**config.mk**
```make
export PLATFORM = sky130hd
export DESIGN_NAME = hilo_div_ctrl
export DESIGN_NICKNAME = d
export VERILOG_FILES = /design/src/rtl/hilo_div_ctrl.sv
export SDC_FILE = /design/constraint.sdc
export NUM_CORES = 1
export LEC_CHECK = 0
export CAP_MARGIN = 30
export CORE_UTILIZATION = 54
export CTS_BUF_LIST = sky130_fd_sc_hd__clkbuf_8
export DETAILED_ROUTE_END_ITERATION = 10
export DONT_BUFFER_PORTS = 1
export PLACE_DENSITY = 0.66
export SYNTH_ARGS = -nofsm -noshare
export SYNTH_HDL_FRONTEND = slang
export SYNTH_SLANG_ARGS = --single-unit
export TNS_END_PERCENT = 30
```
**constraint.sdc**
```tcl
create_clock -name clk -period 6.9 [get_ports clk]
set_input_delay 1.38 -clock clk [delete_from_list [all_inputs] [get_ports clk]]
set_output_delay 1.38 -clock clk [all_outputs]
set_load 0.01 [all_outputs]
```
**src/rtl/hilo_div_ctrl.sv**
```systemverilog
// Multi-cycle DIV/DIVU sequencer: a radix-2 restoring divider that stalls EX,
// then issues one HI/LO write (quotient to LO, remainder to HI).
module hilo_div_ctrl #(
    parameter int WIDTH = 32
) (
    input  logic             clk,
    input  logic             rst,
    input  logic             start,
    input  logic             signed_op,
    input  logic [WIDTH-1:0] dividend,
    input  logic [WIDTH-1:0] divisor,
    input  logic             annul,
    output logic             stall_req,
    output logic             o_we,
    output logic [WIDTH-1:0] o_hi,
    output logic [WIDTH-1:0] o_lo,
    output logic             busy
);
    localparam int CW = (WIDTH > 1) ? $clog2(WIDTH) : 1;

    typedef enum logic [1:0] {
        IDLE = 2'd0,
        RUN  = 2'd1,
        DONE = 2'd2
    } state_t;

    state_t           state_r;
    state_t           state_s;
    logic [CW-1:0]    count_r;
    logic [WIDTH-1:0] rem_r;
    logic [WIDTH-1:0] quot_r;
    logic [WIDTH-1:0] dvs_r;
    logic [WIDTH-1:0] hi_r;
    logic [WIDTH-1:0] lo_r;
    logic             neg_q_r;
    logic             neg_r_r;

    logic             accept_s;
    logic             div_zero_s;
    logic             last_s;
    logic [WIDTH:0]   shifted_s;
    logic             ge_s;
    logic [WIDTH-1:0] rem_next_s;
    logic [WIDTH-1:0] quot_next_s;

    // -2^(WIDTH-1) maps to unsigned 2^(WIDTH-1), which is what makes MIN/-1 wrap cleanly.
    function automatic logic [WIDTH-1:0] magnitude(input logic [WIDTH-1:0] v,
                                                   input logic is_signed);
        if (is_signed && v[WIDTH-1]) begin
            return {WIDTH{1'b0}} - v;
        end else begin
            return v;
        end
    endfunction

    function automatic logic [WIDTH-1:0] cond_negate(input logic [WIDTH-1:0] v,
                                                     input logic neg);
        if (neg) begin
            return {WIDTH{1'b0}} - v;
        end else begin
            return v;
        end
    endfunction

    assign accept_s    = start && !annul;
    assign div_zero_s  = (divisor == {WIDTH{1'b0}});
    assign last_s      = (count_r == CW'(WIDTH - 1));
    assign shifted_s   = {rem_r, quot_r[WIDTH-1]};
    assign ge_s        = (shifted_s >= {1'b0, dvs_r});
    assign rem_next_s  = ge_s ? (shifted_s[WIDTH-1:0] - dvs_r) : shifted_s[WIDTH-1:0];
    assign quot_next_s = {quot_r[WIDTH-2:0], ge_s};
    assign busy        = (state_r != IDLE);
    assign o_hi        = hi_r;
    assign o_lo        = lo_r;

    // State register.
    always_ff @(posedge clk) begin
        if (!rst) begin
            state_r <= IDLE;
        end else begin
            state_r <= state_s;
        end
    end

    // Next-state decode plus stall and write-enable outputs.
    always_comb begin
        state_s   = state_r;
        stall_req = 1'b0;
        o_we      = 1'b0;
        case (state_r)
            IDLE: begin
                stall_req = accept_s;
                if (accept_s) begin
                    state_s = div_zero_s ? DONE : RUN;
                end else begin
                    state_s = IDLE;
                end
            end
            RUN: begin
                stall_req = !annul;
                if (annul) begin
                    state_s = IDLE;
                end else if (last_s) begin
                    state_s = DONE;
                end else begin
                    state_s = RUN;
                end
            end
            DONE: begin
                o_we    = !annul;
                state_s = IDLE;
            end
            default: begin
                state_s = IDLE;
            end
        endcase
    end

    // Operand capture, shift/subtract iteration and result latching.
    always_ff @(posedge clk) begin
        if (!rst) begin
            count_r <= {CW{1'b0}};
            rem_r   <= {WIDTH{1'b0}};
            quot_r  <= {WIDTH{1'b0}};
            dvs_r   <= {WIDTH{1'b0}};
            hi_r    <= {WIDTH{1'b0}};
            lo_r    <= {WIDTH{1'b0}};
            neg_q_r <= 1'b0;
            neg_r_r <= 1'b0;
        end else begin
            case (state_r)
                IDLE: begin
                    if (accept_s && div_zero_s) begin
                        lo_r    <= {WIDTH{1'b1}};
                        hi_r    <= dividend;
                        count_r <= {CW{1'b0}};
                    end else if (accept_s) begin
                        quot_r  <= magnitude(dividend, signed_op);
                        dvs_r   <= magnitude(divisor, signed_op);
                        rem_r   <= {WIDTH{1'b0}};
                        neg_q_r <= signed_op && (dividend[WIDTH-1] ^ divisor[WIDTH-1]);
                        neg_r_r <= signed_op && dividend[WIDTH-1];
                        count_r <= {CW{1'b0}};
                    end
                end
                RUN: begin
                    if (annul) begin
                        count_r <= {CW{1'b0}};
                    end else begin
                        rem_r   <= rem_next_s;
                        quot_r  <= quot_next_s;
                        count_r <= count_r + CW'(1);
                        if (last_s) begin
                            lo_r <= cond_negate(quot_next_s, neg_q_r);
                            hi_r <= cond_negate(rem_next_s, neg_r_r);
                        end
                    end
                end
                default: begin
                    count_r <= {CW{1'b0}};
                end
            endcase
        end
    end

endmodule

```
==> impl_metrics.tcl <==
set metrics [dict create \
    hold_class "reg -> reg" \
    die_area_mm2 0.0224 \
    synth_seq_cells 169 \
    holdWs_ns 0.475 \
    final_max_slew_viol_count 0 \
    seq_area_frac_synth 0.287 \
    finalHoldViolCount 0 \
    ys_warn_count 0 \
    critical_path.most_common_cell "ha_1" \
    core_mm2 0.0212 \
    drt-initial-drc-count 912 \
    setup_viol 0 \
    cp-end-kind "flop" \
    dr.pass1.iters 5 \
    cts_hold_buffers 0 \
    r2r_start "rem_r[7]" \
    post-synth-top-area-cell "dfxtp_1" \
    ctsRootBufferMaster "clkbuf_8" \
    antenna_cells 0 \
    cts_max_path_buffers 2 \
    nets 1614 \
    vdd_ir_drop_max_mv 0.110 \
    hp-start "neg_q_r" \
    async_reset_ff_frac 0 \
    tns_ns 0 \
    syn_to_final_growth_pct 3.99 \
    ff2ff_path_depth 16 \
    critical_path_class "reg -> reg" \
    combPwrFrac 0.233 \
    cts_tree "built" \
    finClkSkew_ns 0.0214 \
    num_vias 11100 \
    finalNonFillerCells 1793 \
    cp_top_family "compound AO/OA/AOI/OAI gates" \
    maxSlewHeadroom 0.386 \
    crit_slowest_cell "or4_4" \
    avgSynthCellArea_um2 7.48 \
    synthTopCellsByCount "nor2_1 (232), dfxtp_1 (169), a21oi_1 (151)" \
    synth_nets 1686 \
    grt_pass1_vias 10000 \
    clkLatencyLatePin_ns 0.48 \
    crit_arrival_ns 5.94 \
    yosysUniqueCellTypes 80 \
    cp-start-kind "flop" \
    wirelength_um 34500 \
    fillerInstances 2073 \
    cts.sinks 169 \
    p_switching_mw 0.788 \
    drc 0 \
    startpoint "rem_r[7]" \
    synth_flop_cell "dfxtp_1" \
    cp_cell_sequence "ha_1, a21oi_1, o21ai_1, a21boi_1, a311oi_2, or2_2, o21ai_0, ha_1, o2111ai_1, or4_1, or4_4, a221oi_4, nand4_4, o31ai_4, xnor2_1, a21oi_2" \
    place_congestion 0.943 \
    grt_use_total 0.307 \
    clkPwrFrac 0.333 \
    synth_top_area_share 0.287 \
    fmax_ghz 0.179 \
    grt_pass1_wl_um 53900 \
    cts_buffers 17 \
    grt_max_degree 89 \
    io_pins 136 \
    wl_per_cell_um 19.2 \
    cts-resized-gates 0 \
    synth_edf_count 0 \
    postCtsSetupRepairBufs 0 \
    viasPerCell 6.18 \
    grt_overflow 0 \
    p_int_mw 1.58 \
    maxCapViolations 0 \
    synth_area_mm2 0.0118 \
    fin_crit_sh 0.812 \
    p_sw_frac 0.332 \
    timing.rr.end "o_hi[30]" \
    seqPwrFrac 0.434 \
    die_height_um 150 \
    pwr_density_cell_mw_per_mm2 193 \
    tightest_slew_ns 0.921 \
    critPathMaxStageDelay_ns 0.56 \
    drtAntennaViolNets 0 \
    rrSetupSlack_ns 1.30 \
    drive_gt1_frac 0.0534 \
    worst_ep_required_time_ns 7.24 \
    whs_endpoint "neg_q_r" \
    synth.area.top_cells "dfxtp_1 (29%), nor2_1 (7.4%), a21oi_1 (6.4%)" \
    rsz0062_at_grt "false" \
    portBuffers 0 \
    hpwl_um 25700 \
    period_minus_slack_ns 5.60 \
    crit_fanout 23 \
    critical_path_buf_inv_count 0 \
    synthCells 1578 \
    antenna_found_initial 0 \
    htree_levels 4 \
    initial_core_util 0.556 \
    die_x_um 150 \
    place_inst 1762 \
    total_leakage_power_nw 4.57 \
    row_count 53 \
    path_clk_slew_ns 0.10 \
    synthMostInstantiatedCell "nor2_1" \
    outcome "finished, final reports clean" \
    holdPathStages 2 \
]
==> area by class of cell <==
class	count	area (um2)	area share
timing repair buffer	14	105	0.00856
sequential	169	3380	0.276
clock buffer	18	248	0.0202
tap	275	344	0.0280
clock inverter	13	181	0.0148
multi-input combinational	1256	7830	0.638
inverter	48	181	0.0148
==> state kept, by name, indices dropped and copies added (netlist names) <==
signal,flops
o_hi,32
count_r,5
state_r,2
o_lo,32
rem_r,32
neg_r_r,1
quot_r,32
neg_q_r,1
dvs_r,32
==> layer usage <==
| metal | routed length [um] | up-vias | GRT usage |
|---|---|---|---|
| met5 | 0 | - | 0 |
| met2 | 15900 | 363 | 0.508 |
| met4 | 1090 | 0 | 0.112 |
| li1 | - | 5566 | - |
| met3 | 2380 | 55 | 0.0573 |
| met1 | 15100 | 5098 | 0.395 |
==> cell usage in the layout, fill, tap and decap left out, types with 15 or more instances in the layout <==
master	n
nand4_1	21
dfxtp_1	169
xnor2_1	70
nand2_1	122
o211ai_1	19
clkbuf_8	18
nand3_1	34
nor3_1	30
nor2_1	231
mux2i_1	30
or3_1	23
nor4_1	19
ha_1	38
a311oi_1	15
or4_1	16
xor2_1	61
a211oi_1	64
o21ai_0	90
o31ai_1	22
inv_1	46
a21oi_1	151
==> how the worst max path moves through the flow <==
stage | slack (ns) | cells past startpoint | to
final | 1.30 | 16 | o_hi[30]
after floorplan | 1.65 | 22 | o_hi[30]
after global placement | 1.27 | 11 | o_hi[14]
after detailed placement | 1.20 | 11 | o_hi[14]
after global routing | 0.89 | 16 | o_hi[16]
after CTS | 1.37 | 16 | o_hi[30]
==> power by group through the flow <==
stage,Sequential (mW),Clock [mW],Combinational (mW)
floorplan,1.04,0,0.441
global placement,1.05,0,0.543
detailed placement,1.05,0,0.546
CTS,1.03,0.799,0.549
global route,1.03,0.835,0.614
finish,1.03,0.790,0.552
==> stage by stage <==
stage,instance area (um2),worst slack [ns],power [mW],utilization
finish,12300,1.30,2.37,0.578
global route,12300,0.894,2.48,0.578
floorplan,11800,1.65,1.49,-
global placement,11800,1.27,1.59,0.558
detailed placement,11800,1.20,1.60,0.558
CTS,12300,1.37,2.38,0.578
==> worst register-to-register path: stages, from the launching register on <==
cell and delay, ns:
dfxtp_1 0.45, ha_1 0.40, a21oi_1 0.26, o21ai_1 0.19
a21boi_1 0.42, a311oi_2 0.19, or2_2 0.52, o21ai_0 0.47
ha_1 0.29, o2111ai_1 0.20, or4_1 0.48, or4_4 0.56
a221oi_4 0.43, nand4_4 0.17, o31ai_4 0.20, xnor2_1 0.16
a21oi_2 0.08
==> logic make-up (layout without fill, tap and decap cells) <==
family,after synthesis,count (layout),share of synthesized area
XOR/XNOR,131,131,0.0972
AO/OA/AOI/OAI,482,482,0.266
AND/OR/NAND/NOR,572,572,0.229
adder cells (fa/ha/maj),39,39,0.0420
flip-flops,169,169,0.287
buffers and inverters,153,93,0.0522
multiplexers,32,32,0.0274
Power figures use the tool's default switching activity.
